--- src/rtl/npc_seq.sv ---
// Multi-cycle control sequencer for the NPC core: fetch, decode latch, optional
// data-memory access, then a single write-back cycle of commit strobes.
//
// state  | meaning
// FETCH  | instruction request outstanding on the IFU port
// WAIT_I | request accepted, waiting for instruction data
// DECODE | inst stable, decoder outputs captured
// EXEC   | route to MEM for loads/stores, else straight to WB
// MEM    | data request outstanding on the LSU port
// WAIT_D | data request accepted, waiting for response
// WB     | one-cycle commit strobes
// ERR    | bus hang detected; only rst leaves
module npc_seq #(
    parameter int TIMEOUT = 255,
    parameter int CW      = 8
) (
    input  logic        clk,
    input  logic        rst,
    output logic        ifu_req_valid,
    input  logic        ifu_req_ready,
    input  logic        ifu_resp_valid,
    input  logic [31:0] ifu_rdata,
    output logic [31:0] inst,
    input  logic        dec_wen,
    input  logic        dec_mem_valid,
    input  logic        dec_mem_wen,
    input  logic [7:0]  dec_wmask,
    input  logic        dec_csr_wen,
    input  logic        dec_is_ecall,
    input  logic        dec_is_mret,
    output logic        lsu_req_valid,
    input  logic        lsu_req_ready,
    output logic        lsu_wen,
    output logic [7:0]  lsu_wmask,
    input  logic        lsu_resp_valid,
    output logic        rf_wen,
    output logic        csr_wen,
    output logic        pc_wen,
    output logic        trap_taken,
    output logic        mret_taken,
    output logic        retire,
    output logic        bus_err,
    output logic [2:0]  state_dbg
);

    typedef enum logic [2:0] {
        FETCH  = 3'd0,
        WAIT_I = 3'd1,
        DECODE = 3'd2,
        EXEC   = 3'd3,
        MEM    = 3'd4,
        WAIT_D = 3'd5,
        WB     = 3'd6,
        ERR    = 3'd7
    } state_t;

    state_t         state, state_nxt;
    logic [CW-1:0]  tmo_cnt;
    logic           timed;
    logic           tmo_hit;

    logic           l_wen;
    logic           l_mem_valid;
    logic           l_mem_wen;
    logic [7:0]     l_wmask;
    logic           l_csr_wen;
    logic           l_ecall;
    logic           l_mret;

    always_comb begin
        state_nxt     = state;
        ifu_req_valid = 1'b0;
        lsu_req_valid = 1'b0;
        lsu_wen       = 1'b0;
        lsu_wmask     = 8'h00;
        rf_wen        = 1'b0;
        csr_wen       = 1'b0;
        pc_wen        = 1'b0;
        trap_taken    = 1'b0;
        mret_taken    = 1'b0;
        retire        = 1'b0;
        case (state)
            FETCH: begin
                ifu_req_valid = 1'b1;
                if (ifu_req_ready) state_nxt = WAIT_I;
            end
            WAIT_I: if (ifu_resp_valid) state_nxt = DECODE;
            DECODE: state_nxt = EXEC;
            EXEC:   state_nxt = l_mem_valid ? MEM : WB;
            MEM: begin
                lsu_req_valid = 1'b1;
                lsu_wen       = l_mem_wen;
                lsu_wmask     = l_mem_wen ? l_wmask : 8'h00;
                if (lsu_req_ready) state_nxt = WAIT_D;
            end
            WAIT_D: if (lsu_resp_valid) state_nxt = WB;
            WB: begin
                pc_wen     = 1'b1;
                retire     = 1'b1;
                rf_wen     = l_wen;
                csr_wen    = l_csr_wen;
                trap_taken = l_ecall;
                mret_taken = l_mret;
                state_nxt  = FETCH;
            end
            ERR:     state_nxt = ERR;
            default: state_nxt = ERR;
        endcase

        // The TIMEOUT-th consecutive cycle stuck in a wait state trips the error.
        timed   = (state == FETCH) || (state == WAIT_I) ||
                  (state == MEM)   || (state == WAIT_D);
        tmo_hit = timed && (state_nxt == state) && (tmo_cnt == CW'(TIMEOUT - 1));
        if (tmo_hit) state_nxt = ERR;
    end

    always_ff @(posedge clk) begin
        if (rst) begin
            state       <= FETCH;
            tmo_cnt     <= '0;
            inst        <= 32'h0;
            l_wen       <= 1'b0;
            l_mem_valid <= 1'b0;
            l_mem_wen   <= 1'b0;
            l_wmask     <= 8'h00;
            l_csr_wen   <= 1'b0;
            l_ecall     <= 1'b0;
            l_mret      <= 1'b0;
        end else begin
            state <= state_nxt;
            if (state_nxt != state) tmo_cnt <= '0;
            else if (timed)         tmo_cnt <= tmo_cnt + 1'b1;
            if (state == WAIT_I && ifu_resp_valid) inst <= ifu_rdata;
            if (state == DECODE) begin
                l_wen       <= dec_wen;
                l_mem_valid <= dec_mem_valid;
                l_mem_wen   <= dec_mem_wen;
                l_wmask     <= dec_wmask;
                l_csr_wen   <= dec_csr_wen;
                l_ecall     <= dec_is_ecall;
                l_mret      <= dec_is_mret;
            end
        end
    end

    assign bus_err   = (state == ERR);
    assign state_dbg = state;

endmodule

--- config.mk ---
export PLATFORM = sky130hd
export DESIGN_NAME = npc_seq
export DESIGN_NICKNAME = d
export VERILOG_FILES = /design/src/rtl/npc_seq.sv
export SDC_FILE = /design/constraint.sdc
export NUM_CORES = 1
export LEC_CHECK = 0
export BUFFER_PORTS_ARGS = -buffer_cell sky130_fd_sc_hd__buf_2
export CAP_MARGIN = 40
export CORE_MARGIN = 2
export CORE_UTILIZATION = 37
export CTS_BUF_LIST = sky130_fd_sc_hd__clkbuf_4
export CTS_CLUSTER_DIAMETER = 50
export DETAILED_ROUTE_END_ITERATION = 6
export MAX_ROUTING_LAYER = met4
export REMOVE_ABC_BUFFERS = 1
export SYNTH_ARGS = -nofsm -noshare
export SYNTH_HDL_FRONTEND = slang
export SYNTH_SLANG_ARGS = --single-unit
--- constraint.sdc ---
create_clock -name clk -period 3.7 [get_ports clk]
set_input_delay 1.11 -clock clk [delete_from_list [all_inputs] [get_ports clk]]
set_output_delay 1.11 -clock clk [all_outputs]
set_load 0.01 [all_outputs]
==> key figures, run 1 <==
Floorplan
  – Die width: a little under 90 µm
  – Die Height: 86.9 µm
  – Die area: around 7600 µm²
  – Row Count: 30
  – Initial Util: between 30% and 40%
  – Core Area: roughly 6700 µm²
  – Total I/O pin count: roughly 110

Pwr
  – Design Power: 1220 µW
  – Peak supply drop: roughly 0.18 mV
  – Comb pwr share: between 10 and 15%
  – Cell Int Power: a little under 900 µW
  – Pleak: between 0.001 and 0.0015 µW
  – Sequential fraction of design power: 54.1%
  – Power Density: around 390 nW/µm²
  – Switching Share: between 20 and 30%
  – NetSw: around 340 µW
  – Clock power share: 31.3%

CTS
  – Clock slew at reported path FFs: approximately 0.09 ns
  – Hold buffer count at cts: 0
  – Root Buffer Master: clkbuf_4
  – Clock sink count: 57
  – Num CTS Buffers: 9
  – CTS tree: done
  – Setup Buffers After CTS: 0
  – Clk_lat worst skew: about 0.38 ns
  – Clock buffer depth: 2
  – H-tree Lvls: 3
  – Cts repair resizes: 0

STA
  – Final hold violation count: 0
  – Slew HR: 42.2%
  – RSZ-0062 raised after global routing: false
  – Crit path time final: 3.02 ns
  – Slew @ Worst Pin: 0.863 ns
  – Clk_skew: 0.0102 ns
  – Final setup fails: 0
  – Maximum clock rate: around 330 MHz
  – Final WS setup: ~0.68 ns
  – Setup TNS: 0 ns
  – Final Max Slew Viols: 0
  – Fin crit share: between 80% and 90%

Logic synthesis
  – Synth top area cells: dfxtp_1 45%, nand2_1 14%, a21oi_1 10%
  – Mean post-synth cell area: slightly above 8 µm²
  – Synth top area share: about 45%
  – Post-synth EDFFs: 0
  – Most frequent cell after synthesis: nand2_1
  – Yosys top cell by area: dfxtp_1
  – Prevailing post-synth register cell: dfxtp_1
  – Synth Warn #: 0
  – Synthesized flop and latch total: 57
  – Asr flop ratio synth: 0%
  – Synth cell types: 45
  – Post-synthesis cell area: ~2500 µm²
  – Sequential fraction of the synthesis area: roughly 45%
  – Synth Instances: between 300 and 400
  – Synth top cells by count: 95 x nand2_1, 57 x dfxtp_1, 53 x a21oi_1

GRT
  – Largest net degree at the start of global routing: 33
  – First-pass GRT wire length: 10.0 mm
  – Initial antenna violation count: 0
  – Gr ovfl total: 0
  – Vias in the first global route: about 2200
  – GRT Util Overall: between 10% and 20%

Routing
  – Detailed-router iteration count before antenna repair: 6
  – Average wire per standard cell: roughly 12 µm
  – Routed wire length: a little over 6 mm
  – DRC viols: 0
  – Routed via count: around 2400
  – Post-route ant nets: 0
  – Drt first-iter violations: 39
  – Vias per inst: between 4 and 5

Min path
  – Hold path depth: 2
  – Min-delay src: l_wmask[2]
  – Hold Crit Class: reg2reg

Cells and area
  – Util after Layout: 46.9%
  – Area grow syn2layout: 23.8%
  – Layout cells sized above 1: ~34%
  – Antenna Cells: 0
  – Net count, final: ~460

Place
  – I/O Buffers: roughly 100
  – DP Worst Slack: 1.08 ns
  – Final RePlAce weighted congestion: ~0.81
  – Final HPWL DP: 4.33 mm

Worst setup path
  – Worst Path Arrival: 1.91 ns
  – Critical path fanouts, max: 20
  – Critical path class: reg2out
  – Critical path launch point type: flop
  – Worst EP required: 2.59 ns
  – Setup crit end kind: output pin
  – Reg-to-reg critical path startpoint: state_dbg[0]
  – FF-to-FF path depth: 5
  – CP startpoint: state_dbg[0]

Flow run
  – Max capacitance violation total: 0

Status
  – Outcome: complete, no violations
-- power groups by stage --
stage / combinational (µW) / clock, µW / sequential [µW]
2_1_floorplan: 81.7 / 0 / 684
3_3_place_gp: 178 / 0 / 672
3_5_place_dp: 179 / 0 / 673
4_1_cts: 179 / 400 / 659
5_1_grt: 199 / 429 / 663
6_report: 177 / 381 / 659
-- per-layer routing --
layer | vias to the layer above | GRT usage, % | part of all wire [%]
li1 | 1226 | - | -
met1 | 1065 | 21.5 | 45
met2 | 87 | 25.6 | 44
met3 | 6 | 6.82 | 9.2
met4 | 0 | 6.39 | 1.3
met5 | - | - | 0
-- area by class of cell --
| class | count | area [µm²] |
|---|---|---|
| fillers | 700 | 3570 |
| multi-input cells | 228 | 1230 |
| flip-flops and latches | 57 | 1140 |
| repair buffers | 109 | 558 |
| well taps | 80 | 100 |
| clock buffers | 13 | 97.6 |
| clock inverters | 3 | 17.5 |
| inverters | 2 | 7.51 |
-- stage by stage --
step	cells	hold WS (ns)	cell area, µm²
5_1_grt	492	0.476	3150
2_1_floorplan	287	0.426	2380
3_5_place_dp	476	0.442	3040
3_3_place_gp	476	0.438	3040
4_1_cts	492	0.455	3150
6_report	492	0.451	3150
-- worst max-delay path, stage by stage, from the launching register on --
cell and delay [ns]:
dfxtp_1 0.72, nor2b_1 0.18, and3_1 0.31, and2_1 0.19, buf_2 0.13
-- state kept, by name (all words and copies together), names as in the netlist --
| name | cells |
|---|---|
| inst | 32 |
| l_wmask | 8 |
| tmo_cnt | 8 |
| state_dbg | 3 |
| l_csr_wen | 1 |
| l_ecall | 1 |
| l_mem_valid | 1 |
| l_mem_wen | 1 |
| l_mret | 1 |
| l_wen | 1 |
-- path summary, 6_finish.rpt --
kind | to | slack [ns]
max | lsu_wmask[3] | 0.68
max reg2reg | inst[19] | 1.90
min | l_wmask[2] | 0.45
min reg2reg | l_wmask[2] | 0.45
-- placed cells by master (no fill, tap or decap), types with 3 or more instances in the layout --
cell	n
buf_2	104
xnor2_1	3
nand2b_1	3
xor2_1	3
nor2_1	15
nor2b_1	4
nand3_1	4
nor3_1	3
and3_1	8
clkbuf_4	13
buf_4	5
and2_1	8
a21oi_1	53
nand2_1	95
dfxtp_1	57
-- cell families (layout without fill, tap and decap cells) --
group / after synthesis / in the layout / synth area share (%)
mux: 2 / 2 / 1.33
buf+inv: 26 / 127 / 6.88
fa+ha+maj: 2 / 2 / 0.983
xor+xnor: 6 / 6 / 2.07
compound gates: 66 / 66 / 16.1
simple gates: 152 / 152 / 27.8
flops: 57 / 57 / 44.8
No activity file was read; power rests on OpenSTA's default activity.
==> run 2, diff against run 1 <==
--- a/config.mk
+++ b/config.mk
@@ -13,6 +13,7 @@
 export CTS_CLUSTER_DIAMETER = 50
 export DETAILED_ROUTE_END_ITERATION = 6
 export MAX_ROUTING_LAYER = met4
+export PLACE_DENSITY = 0.67
 export REMOVE_ABC_BUFFERS = 1
 export SYNTH_ARGS = -nofsm -noshare
 export SYNTH_HDL_FRONTEND = slang
==> constraint.sdc (replaced) <==
create_clock -name clk -period 2.66 [get_ports clk]
set_input_delay 0.798 -clock clk [delete_from_list [all_inputs] [get_ports clk]]
set_output_delay 0.798 -clock clk [all_outputs]
set_load 0.01 [all_outputs]
==> run 2 against run 1 <==
  * Clock power up 85%
  * Global-route usage down 0.14 points
  * Clock skew down 0.0047 ns
  * Clock-buffer cell count down 1
  * Sequential power up 38%
  * Sequential share of layout area down 0.57 points
  * Largest power group unchanged
==> key figures, run 2 (synthesis gave the netlist of run 1 again) <==
GRT
  – Met1 usage in global routing: 20.6% (-0.89 points)
  – Met3 usage: 5.31% (-1.5 points)
  – Met2 Use GR: 27.7% (+2.1 points)
  – GRT Util Overall: 17.2% (-0.14 points)
  – First-pass GRT wire length: 9.87 mm (-1.7%)
  – Largest net degree at the start of global routing: 33 (unchanged)
  – Vias in the first global route: 2212 (-1.1%)
  – Initial antenna violation count: 0 (unchanged)
  – GRT Max-Usage Layer: met2
  – Gr ovfl total: 0 (unchanged)

Worst setup path
  – FF-to-FF path depth: 6 (+1)
  – Worst Path Arrival: 1.62 ns (-0.29 ns)
  – FF-to-FF setup slack: 0.93 ns (-0.97 ns)
  – Critical path fanouts, max: 9 (-55%)
  – Reg-to-reg critical path startpoint: state_dbg[1]
  – CP startpoint: state_dbg[2]
  – Crit-path cells: nor2b_1 > and3_1 > and2_1 > buf_2
  – Worst r2r dst: tmo_cnt[2]
  – Setup crit end kind: output pin
  – Critical path class: reg2out
  – Capture point of the critical path: lsu_wmask[3]
  – Worst path slowest cell: and3_1
  – Worst EP required: 1.86 ns (-0.73 ns)
  – Critical path launch point type: flop
  – Worst path max stage delay: 0.34 ns (-0.38 ns)

STA
  – Setup TNS: 0 ns (unchanged)
  – Crit path time final: around 2.4 ns
  – Hold Slack: 0.452 ns (+0.000376 ns)
  – Fin crit share: between 90% and 100%
  – Clk_skew: 0.00555 ns (-0.00467 ns)
  – Final Max Slew Viols: 0 (unchanged)
  – Final hold violation count: 0 (unchanged)
  – RSZ-0062 raised after global routing: false
  – Slew @ Worst Pin: 0.806 ns (-0.0565 ns)
  – Final setup fails: 0 (unchanged)
  – Maximum clock rate: 414 MHz
  – Slew HR: 46.0% (+3.8 points)

Cells and area
  – Max reg flops: 32 (unchanged)
  – Biggest register: inst
  – Antenna Cells: 0 (unchanged)
  – Final Non-Filler Cells: 493 (+0.20%)
  – Layout cells sized above 1: 33.7% (-0.32 points)
  – Area grow syn2layout: 25.8%
  – Top flop regs: inst x32, l_wmask x8, tmo_cnt x8
  – Net count, final: 462 (+0.22%)
  – Commonest cells after routing, fill and taps aside: 104 x buf_2, 95 x nand2_1, 57 x dfxtp_1, 53 x a21oi_1, 15 x nor2_1
  – Commonest non-fill, non-tap cell in the layout: buf_2
  – Fill count: 666 (-4.9%)

Floorplan
  – Core Area: 6720 µm² (unchanged)
  – Row Count: 30 (unchanged)
  – Die width: 86.9 µm (unchanged)
  – Total I/O pin count: 105 (unchanged)
  – Die Height: 86.9 µm (unchanged)
  – Die area: 7560 µm² (unchanged)
  – Initial Util: 37.9% (unchanged)

Routing
  – DRC viols: 0 (unchanged)
  – Routed wire length: 5.93 mm (-2.7%)
  – Post-route ant nets: 0 (unchanged)
  – Routed via count: 2379 (-0.21%)
  – Vias per inst: 4.83 (-0.41%)
  – Detailed-router iteration count before antenna repair: 4 (-2)
  – Average wire per standard cell: 12.0 µm (-2.9%)
  – Drt first-iter violations: 123 (+220%)

Place
  – I/O Buffers: 104 (unchanged)
  – Final HPWL DP: 4.08 mm (-5.9%)
  – Final RePlAce weighted congestion: 0.833 (+2.6%)
  – Dpl cells: 477 (+0.21%)

Min path
  – Hold path depth: 2 (unchanged)
  – Hold Crit Class: reg2reg

CTS
  – Clk_lat worst skew: 0.37 ns (about the same)
  – Clock slew at reported path FFs: 0.09 ns (about the same)
  – Clock buffer depth: 2 (unchanged)
  – H-tree Lvls: 3 (unchanged)
  – Hold buffer count at cts: 0 (unchanged)
  – Setup Buffers After CTS: 0 (unchanged)
  – Root Buffer Master: clkbuf_4
  – CTS tree: done
  – Num CTS Buffers: 9 (unchanged)
  – Cts repair resizes: 0 (unchanged)
  – Clock sink count: 57 (unchanged)

Pwr
  – Design Power: 1870 µW (+54%)
  – Power Density: 584 nW/µm² (+51%)
  – Pleak: 0.00142 µW (+1.7%)
  – Peak supply drop: 0.338 mV (+88%)

Flow run
  – Max capacitance violation total: 0 (unchanged)

Status
  – Outcome: complete, no violations
run 2: stage by stage:
stage               worst slack, ns  util (%)  instance area, µm²
global route                 0.0711      47.6                3200
CTS                           0.194      47.6                3200
global placement              0.549      45.3                3040
floorplan                     0.333         -                2380
finish                        0.245      47.6                3200
detailed placement            0.506      45.3                3040
run 2: how the worst min path moves through the flow:
| stage | from | endpoint |
|---|---|---|
| after global placement | l_mem_wen | l_mem_wen |
| after floorplan | l_wmask[0] | l_wmask[0] |
| after global routing | l_mem_wen | l_mem_wen |
| after detailed placement | l_mem_wen | l_mem_wen |
| final | l_wmask[0] | l_wmask[0] |
| after CTS | l_mem_wen | l_mem_wen |
run 2: worst max-delay path: cells and delay by family, from the launching register on:
family                 cells  cell delay (ns)
buffers and inverters      1             0.13
flip-flops                 1             0.33
AND/OR/NAND/NOR            3             0.79
run 2: area by class of cell:
| cell class | instances | area (µm²) | share of cell area [%] |
|---|---|---|---|
| Clock buffer | 12 | 90.1 | 2.81 |
| Clock inverter | 4 | 67.6 | 2.11 |
| Inverter | 2 | 7.51 | 0.235 |
| Multi-Input combinational cell | 228 | 1230 | 38.4 |
| Sequential cell | 57 | 1140 | 35.7 |
| Tap cell | 80 | 100 | 3.13 |
| Timing Repair Buffer | 110 | 566 | 17.7 |
run 2: power breakdown:
group,switching [µW],internal [µW]
sequential,17.9,890
combinational,152,104
clock,297,408
total,467,1400
run 2: routing by layer:
metal	wire length, µm	part of all wire, %
met1	2770	47
met4	64	1.1
met3	430	7.3
met5	0	0
met2	2660	45
